$ cat config.mk
export PLATFORM = sky130hd
export DESIGN_NAME = logic_op_arbiter
export DESIGN_NICKNAME = d
export VERILOG_FILES = /design/src/rtl/logic_op_arbiter.sv
export SDC_FILE = /design/constraint.sdc
export NUM_CORES = 1
export LEC_CHECK = 0
export BUFFER_PORTS_ARGS = -buffer_cell sky130_fd_sc_hd__buf_4
export CAP_MARGIN = 20
export CORE_UTILIZATION = 45
export CTS_BUF_LIST = sky130_fd_sc_hd__clkbuf_4
export CTS_CLUSTER_SIZE = 25
export DETAILED_ROUTE_END_ITERATION = 12
export PLACE_DENSITY_LB_ADDON = 0.15
export SLEW_MARGIN = 40
export SYNTH_ARGS = -nofsm -noshare
export SYNTH_HDL_FRONTEND = slang
export SYNTH_SLANG_ARGS = --single-unit
$ cat constraint.sdc
create_clock -name clk -period 7.79 [get_ports clk]
set_input_delay 0.3895 -clock clk [delete_from_list [all_inputs] [get_ports clk]]
set_output_delay 0.3895 -clock clk [all_outputs]
set_load 0.02 [all_outputs]
$ cat src/rtl/logic_op_arbiter.sv
`default_nettype none
// ============================================================================
// Module  : logic_op_arbiter
// Brief   : Round-robin arbiter sharing one bitwise logic unit among NREQ
//           requesters; a single registered result slot with backpressure.
//           Define LOGIC_ARB_STATS_EN to add the 16-bit grant_cnt output.
// Revision: 1.0 - initial release
// ============================================================================
module logic_op_arbiter #(
    parameter int WIDTH = 8,
    parameter int NREQ  = 4,
    parameter int IDW   = 2
) (
    input  logic                   clk,
    input  logic                   rst_n,
    input  logic [NREQ-1:0]        req_valid,
    output logic [NREQ-1:0]        req_ready,
    input  logic [3*NREQ-1:0]      req_op,
    input  logic [WIDTH*NREQ-1:0]  req_a,
    input  logic [WIDTH*NREQ-1:0]  req_b,
    output logic                   res_valid,
    input  logic                   res_ready,
    output logic [WIDTH-1:0]       res_data,
    output logic [IDW-1:0]         res_id,
    output logic [2:0]             res_op
`ifdef LOGIC_ARB_STATS_EN
    ,
    output logic [15:0]            grant_cnt
`endif
);

    localparam logic [0:0] c_ST_EMPTY = 1'b0;
    localparam logic [0:0] c_ST_FULL  = 1'b1;

    logic [0:0]       r_state;
    logic [IDW-1:0]   r_ptr;
    logic [WIDTH-1:0] r_data;
    logic [IDW-1:0]   r_id;
    logic [2:0]       r_op;

    logic             w_free;
    logic             w_grant_any;
    logic [IDW-1:0]   w_grant_idx;
    logic             w_xfer;
    logic [2:0]       w_op;
    logic [WIDTH-1:0] w_a;
    logic [WIDTH-1:0] w_b;
    logic [WIDTH-1:0] w_result;
    logic [IDW-1:0]   w_ptr_next;

    function automatic logic [WIDTH-1:0] logic_unit(
        input logic [2:0]       op,
        input logic [WIDTH-1:0] a,
        input logic [WIDTH-1:0] b
    );
        case (op)
            3'd0:    logic_unit = a & b;
            3'd1:    logic_unit = a | b;
            3'd2:    logic_unit = ~(a & b);
            3'd3:    logic_unit = ~(a | b);
            3'd4:    logic_unit = a ^ b;
            3'd5:    logic_unit = ~(a ^ b);
            3'd6:    logic_unit = ~a;
            default: logic_unit = ~b;
        endcase
    endfunction

    assign res_valid = (r_state == c_ST_FULL);
    assign w_free    = !res_valid || res_ready;

    // Scan from the highest offset down so the lowest offset from r_ptr wins.
    always_comb begin
        w_grant_any = 1'b0;
        w_grant_idx = '0;
        for (int k = NREQ - 1; k >= 0; k--) begin
            if (req_valid[(int'(r_ptr) + k) % NREQ]) begin
                w_grant_any = 1'b1;
                w_grant_idx = IDW'((int'(r_ptr) + k) % NREQ);
            end
        end
    end

    assign w_xfer = w_free && w_grant_any;

    always_comb begin
        req_ready = '0;
        if (w_xfer) begin
            req_ready[w_grant_idx] = 1'b1;
        end
    end

    assign w_op       = req_op[3*int'(w_grant_idx) +: 3];
    assign w_a        = req_a[WIDTH*int'(w_grant_idx) +: WIDTH];
    assign w_b        = req_b[WIDTH*int'(w_grant_idx) +: WIDTH];
    assign w_result   = logic_unit(w_op, w_a, w_b);
    assign w_ptr_next = (w_grant_idx == IDW'(NREQ - 1)) ? '0 : w_grant_idx + 1'b1;

    always_ff @(posedge clk or negedge rst_n) begin
        if (!rst_n) begin
            r_state <= c_ST_EMPTY;
            r_ptr   <= '0;
            r_data  <= '0;
            r_id    <= '0;
            r_op    <= '0;
        end else begin
            case (r_state)
                c_ST_EMPTY: begin
                    if (w_xfer) begin
                        r_state <= c_ST_FULL;
                    end
                end
                default: begin
                    if (res_ready && !w_xfer) begin
                        r_state <= c_ST_EMPTY;
                    end
                end
            endcase
            if (w_xfer) begin
                r_data <= w_result;
                r_id   <= w_grant_idx;
                r_op   <= w_op;
                r_ptr  <= w_ptr_next;
            end
        end
    end

    assign res_data = r_data;
    assign res_id   = r_id;
    assign res_op   = r_op;

`ifdef LOGIC_ARB_STATS_EN
    logic [15:0] r_grant_cnt;

    always_ff @(posedge clk or negedge rst_n) begin
        if (!rst_n) begin
            r_grant_cnt <= '0;
        end else if (w_xfer) begin
            r_grant_cnt <= r_grant_cnt + 16'd1;
        end
    end

    assign grant_cnt = r_grant_cnt;
`endif

endmodule
`default_nettype wire

# == Word level (Yosys, flattened, before mapping) ==
# Index checks and enable logic that the tools add are counted.
# classes
order_cmp,6
n_bitwise,11
eq_ne,7
mul,1
add_sub_neg,4
reduce_logical,10
mux,27
n_shift,3
# op_table
cell,count
indexed part select 32 x 6 -> 8 bit,2
one-hot mux 8 bit (7 select lines),1
NOT 8 bit,5
2-to-1 mux 1 bit,15
"< comparator 3 x 4 -> 1 bit, second input constant",3
indexed part select 12 x 5 -> 3 bit,1
2-to-1 mux 2 bit,5
"== test 3 bit, second input constant",3
AND 8 bit,1
binary-select mux 1 bit (select 2 bit),4
bitwise OR 8 bit,1
XOR 8 bit,1
"== test 3 x 2 -> 1 bit, second input constant",2
"< comparator 2 x 3 -> 1 bit, second input constant",2
OR reduction 2 bit,3
"adder 2 x 1 -> 2 bit, second input constant",2
"adder 2 bit, second input constant",2
"multiplier 2 x 2 -> 4 bit, first input constant",1
2-to-1 mux 4 bit,1
"AND 1 bit, first input constant",3
"== test 3 x 1 -> 1 bit, second input constant",1
logical AND 1 bit,3
logical NOT 3 bit,1
demux 1 bit (select 2 bit),1
other kinds (4),5
# totals
input_bits,83
output_inout_bits,18
ff_bits,16
wordCells,74

# == Depth between registers and ports, before layout ==
# logic_depth
depth_word,15
ltp_mapped,16
depth_no_buf,13

# == Worst setup path after synthesis ==
# Ideal clock, no wire load.
# synth_timing
path_kind,register to register
start,register r_ptr[1]
end,register r_data[2] (netlist: res_data[2])
path_slack_ps,5151
path_stages_with_launch,17
synth_period_minus_slack_ps,2639
arrival_time_ps,2535
setup_time_ps,104
n_path_buf,3
path_cell_list,dfrtp_1 > buf_2 > and3b_1 > o21a_1 > nor2_4 > buf_6 > buf_6 > inv_2 > nand2_1 > nand2_1 > o21ai_0 > inv_1 > ha_1 > a21oi_1 > a21oi_1 > mux2i_1 > o41ai_2
# synth_via
elab_chain_len,12
word_cells_on_any_way,43
classes_between,add/sub (3); mul (1); eq/ne (6); shift (3); mux (20); bitwise (8); reduce/logical (2)
# synth_rtl
item,line_no,source
from (decl),36,logic [IDW-1:0] r_ptr;
from (signal assigned),122,r_ptr <= w_ptr_next;
adder 2 bit,"76, 78",
binary-select mux 1 bit (select 2 bit),76,if (req_valid[(int'(r_ptr) + k) % NREQ]) begin
2-to-1 mux 1 bit (implied by the code) (2 in series),76,
2-to-1 mux 2 bit (4 in series),76,
"multiplier 2 x 2 -> 4 bit, or another cell as far along",92,assign w_op = req_op[3*int'(w_grant_idx) +: 3];
"indexed part select 12 x 5 -> 3 bit, or another cell as far along",92,
"== test 3 bit, or another cell as far along",56,case (op)
one-hot mux 8 bit (7 select lines),56,
to (signal assigned),119,r_data <= w_result;
to (decl),37,logic [WIDTH-1:0] r_data;
# Parallel ways exist; a longest one is shown, timed or not. The select of a mux whose other input is x is not followed.
# A chain may end at the register's enable or synchronous reset.

# == Final worst setup path ==
# layout_timing
start,register r_ptr[1]
end,register r_data[1] (netlist: res_data[1])
# Same word-level chain as after synthesis.

==> results.py <==
metrics = {
    "detailed_routing": {
        "dr.first_iter.drc_count": 114,
        "wl_met2_mm": 3.02,
        "wl_met1_mm": 2.50,
        "drc_errors": 0,
        "vias": 2301,
        "maxUsedRoutingLayer": "met4",
        "wl_mm": 5.93,
        "final_antenna_net_count": 0,
        "routedWlPerCell_um": 13.7,
        "dr_wl_met3_um": 344,
        "vias_per_cell": 5.34,
        "drt_first_pass_iters": 5,
    },
    "synthesis": {
        "synth.distinct_cells": 44,
        "synth_area_um2": 2380,
        "synth_edf_count": 0,
        "synth_seq_cells": 16,
        "synth_top_flop_cell": "dfrtp_1",
        "synth_nets": 373,
        "seq_area_frac_synth": 0.168,
        "syn_area_per_cell_um2": 8.81,
        "syn_inst": 270,
        "async_reset_ff_frac": 1.00,
        "yosys_warnings": 0,
    },
    "grt": {
        "antenna_found_initial": 0,
        "grt_max_degree": 30,
        "grt_pass1_wl_mm": 9.51,
        "overflow": 0,
        "grt_pass1_vias": 2214,
        "track_usage": 0.218,
    },
    "clocking": {
        "clockBufferDepth": 2,
        "numCtsBuffers": 3,
        "htree_num_levels": 1,
        "clk_pin_slew_ns": 0.09,
        "insertion_delay_ns": 0.29,
        "cts.sinks": 16,
        "cts_resized": 0,
        "root_buffer": "clkbuf_4",
        "cts_tree": "done",
    },
    "timing": {
        "setup_tns_ns": 0,
        "fin_crit_sh": 0.420,
        "max_freq_ghz": 0.306,
        "min_period_ns": 3.27,
        "skew_ns": 0.00485,
        "final_hold_viol_count": 0,
        "final-setup-viol-count": 0,
        "fin_ws_ns": 4.52,
        "finalMaxSlewViolations": 0,
        "rsz0062_at_grt": "no",
        "tightest_slew_ns": 0.768,
        "slew_headroom": 0.488,
    },
    "worst_setup_path": {
        "reg2reg_slack_ns": 4.52,
        "crit_type": "flop to flop",
        "rr_endpoint": "res_data[1]$_DFFE_PN0P_",
        "worst_ep_required_time_ns": 8.00,
        "r2r_cells": 12,
        "timing.rr.start": "r_ptr[1]$_DFFE_PN0P_",
        "path_max_fanout": 29,
        "crit_arrival_ns": 3.48,
        "critPathCaptureType": "flop",
        "cp-start-kind": "flop",
    },
    "final_layout": {
        "fillers": 486,
        "syn_to_final_growth_pct": 32.7,
        "diodes": 0,
        "final_core_util": 0.618,
        "drive_gt1_frac": 0.368,
        "layout.nets": 466,
    },
    "die": {
        "row_count": 26,
        "ioPinCount": 101,
        "die_width_um": 74.7,
        "die-area_um2": 5580,
        "die_height_um": 74.7,
        "core_um2": 5110,
        "start_util": 0.466,
    },
    "min_path": {
        "min_path_cells": 4,
        "whs_endpoint": "res_valid$_DFF_PN0_",
        "hold_path_startpoint": "res_ready",
        "hold_class": "primary input to flop",
    },
    "power": {
        "cellInternalPower_w": 0.000460,
        "power_w": 0.000879,
        "cellLeakagePower_nw": 1.62,
        "p_clk_frac": 0.050,
        "power_frac_comb": 0.791,
        "switching_share": 0.477,
        "seqPwrFrac": 0.159,
        "ir_worst_vdd_uv": 139,
        "p_switching_w": 0.000419,
        "p_per_area_nw_per_um2": 278,
    },
    "place": {
        "dp_hpwl_mm": 4.67,
        "detailedPlace.worstSlack_ns": 4.45,
        "place_congestion": 0.802,
        "portBuffers": 100,
    },
    "job": {
        "cap_violations": 0,
    },
    "outcome": {
        "outcome": "completed",
    },
}
power groups by stage:
stage	Combinational (W)	Sequential, W	Clock [W]
detailed placement	0.000693	0.000141	0
floorplan	0.000512	0.000170	0
finish	0.000695	0.000140	0.0000436
CTS	0.000698	0.000140	0.0000459
global route	0.000765	0.000144	0.0000495
global placement	0.000680	0.000141	0
synthesized netlist by cell type (2+ instances only):
| cell type | count | share of area |
|---|---|---|
| mux2i_1 | 50 | 0.21 |
| nand2_1 | 27 | 0.043 |
| inv_1 | 22 | 0.035 |
| ha_1 | 20 | 0.11 |
| dfrtp_1 | 16 | 0.17 |
| mux2_2 | 14 | 0.066 |
| xnor2_1 | 12 | 0.044 |
| o21ai_0 | 11 | 0.023 |
| a21oi_1 | 9 | 0.019 |
| nand3_1 | 8 | 0.017 |
| xor2_1 | 7 | 0.026 |
| a21o_1 | 6 | 0.019 |
| and2_1 | 6 | 0.016 |
| buf_6 | 6 | 0.028 |
| buf_2 | 5 | 0.011 |
| nor2_1 | 5 | 0.0079 |
| o221ai_1 | 5 | 0.018 |
| a22o_1 | 4 | 0.015 |
| a21oi_2 | 3 | 0.011 |
| a31oi_1 | 3 | 0.0079 |
| clkbuf_1 | 3 | 0.0047 |
| a22oi_1 | 2 | 0.0063 |
| inv_2 | 2 | 0.0032 |
| nor4_1 | 2 | 0.0053 |
| o21a_1 | 2 | 0.0063 |
| o31ai_1 | 2 | 0.0063 |
state kept, by name, indices dropped and copies added (netlist names):
signal     flops
res_data       8
res_op         3
r_ptr          2
res_id         2
res_valid      1
through the flow:
stage          hold slack [ns]  std cells  instance area [µm²]
6_report                 0.359        431                 3160
5_1_grt                  0.392        431                 3160
4_1_cts                  0.348        431                 3150
3_5_place_dp             0.268        427                 3120
3_3_place_gp             0.267        427                 3120
2_1_floorplan           0.0939        270                 2380
cells in the final DEF, fill, tap and decap left out, types with 2 or more instances in the layout:
cell,count
xor2_1,7
nor4_1,2
and2_1,6
a31oi_1,3
ha_1,20
clkbuf_4,3
o221ai_1,5
o21ai_0,11
inv_2,2
dfrtp_1,16
a22oi_1,2
mux2i_1,50
a21oi_1,8
a21oi_2,4
xnor2_1,12
nand2_1,27
inv_1,22
o21a_1,2
a22o_1,4
nor2_1,5
nand3_1,8
mux2_2,14
o31ai_1,2
a21o_1,6
buf_4,102
cell families (layout without fill, tap and decap cells):
logic type                 Yosys count  in the layout  synth area share
muxes                               67             67             0.298
and+or+nand+nor                     54             54             0.109
adders and majority gates           20             20             0.105
xor gates and xnor gates            19             19            0.0699
buffers and inverters               39            130            0.0846
DFF                                 16             16             0.168
AOI/OAI and AO/OA                   55             55             0.165
metal layers:
metal	GRT usage	vias to the layer above
met1	0.265	1077
met3	0.0321	6
li1	-	1142
met4	0.0398	0
met2	0.407	76
met5	0	-
layout make-up:
type                    count  area, µm²  share of cell area
multi-input cells         215       1780               0.564
clock buffers               3       22.5             0.00713
inverters                  24       90.1              0.0285
flip-flops and latches     16        400               0.127
well taps                  70       87.6              0.0277
repair buffers            103        776               0.246
repair_timing:
item	in CTS	in global routing
hold buffers	1	0
hold endpoints to repair	16	0
setup buffers	0	0
critical path, cell delays in order (launching register included):
cell	delay (ns)
dfrtp_1	0.47
and3b_1	0.21
o21a_1	0.21
nor2_4	0.37
buf_4	0.50
mux2i_1	0.24
mux2_2	0.21
inv_1	0.05
ha_1	0.22
xor2_1	0.17
mux2i_1	0.20
o221ai_1	0.13
o21ai_0	0.20
how the worst max path moves through the flow:
stage / startpoint / end / slack [ns]
after global placement: req_valid[3] / res_data[2]$_DFFE_PN0P_ / 4.56
after global routing: r_ptr[1]$_DFFE_PN0P_ / res_data[1]$_DFFE_PN0P_ / 4.22
after floorplan: r_ptr[1]$_DFFE_PN0P_ / res_data[2]$_DFFE_PN0P_ / 5.15
after detailed placement: req_valid[3] / res_data[1]$_DFFE_PN0P_ / 4.45
final: r_ptr[1]$_DFFE_PN0P_ / res_data[1]$_DFFE_PN0P_ / 4.52
after CTS: r_ptr[1]$_DFFE_PN0P_ / res_data[1]$_DFFE_PN0P_ / 4.47
Note: power is estimated with default switching activity, not from simulation.
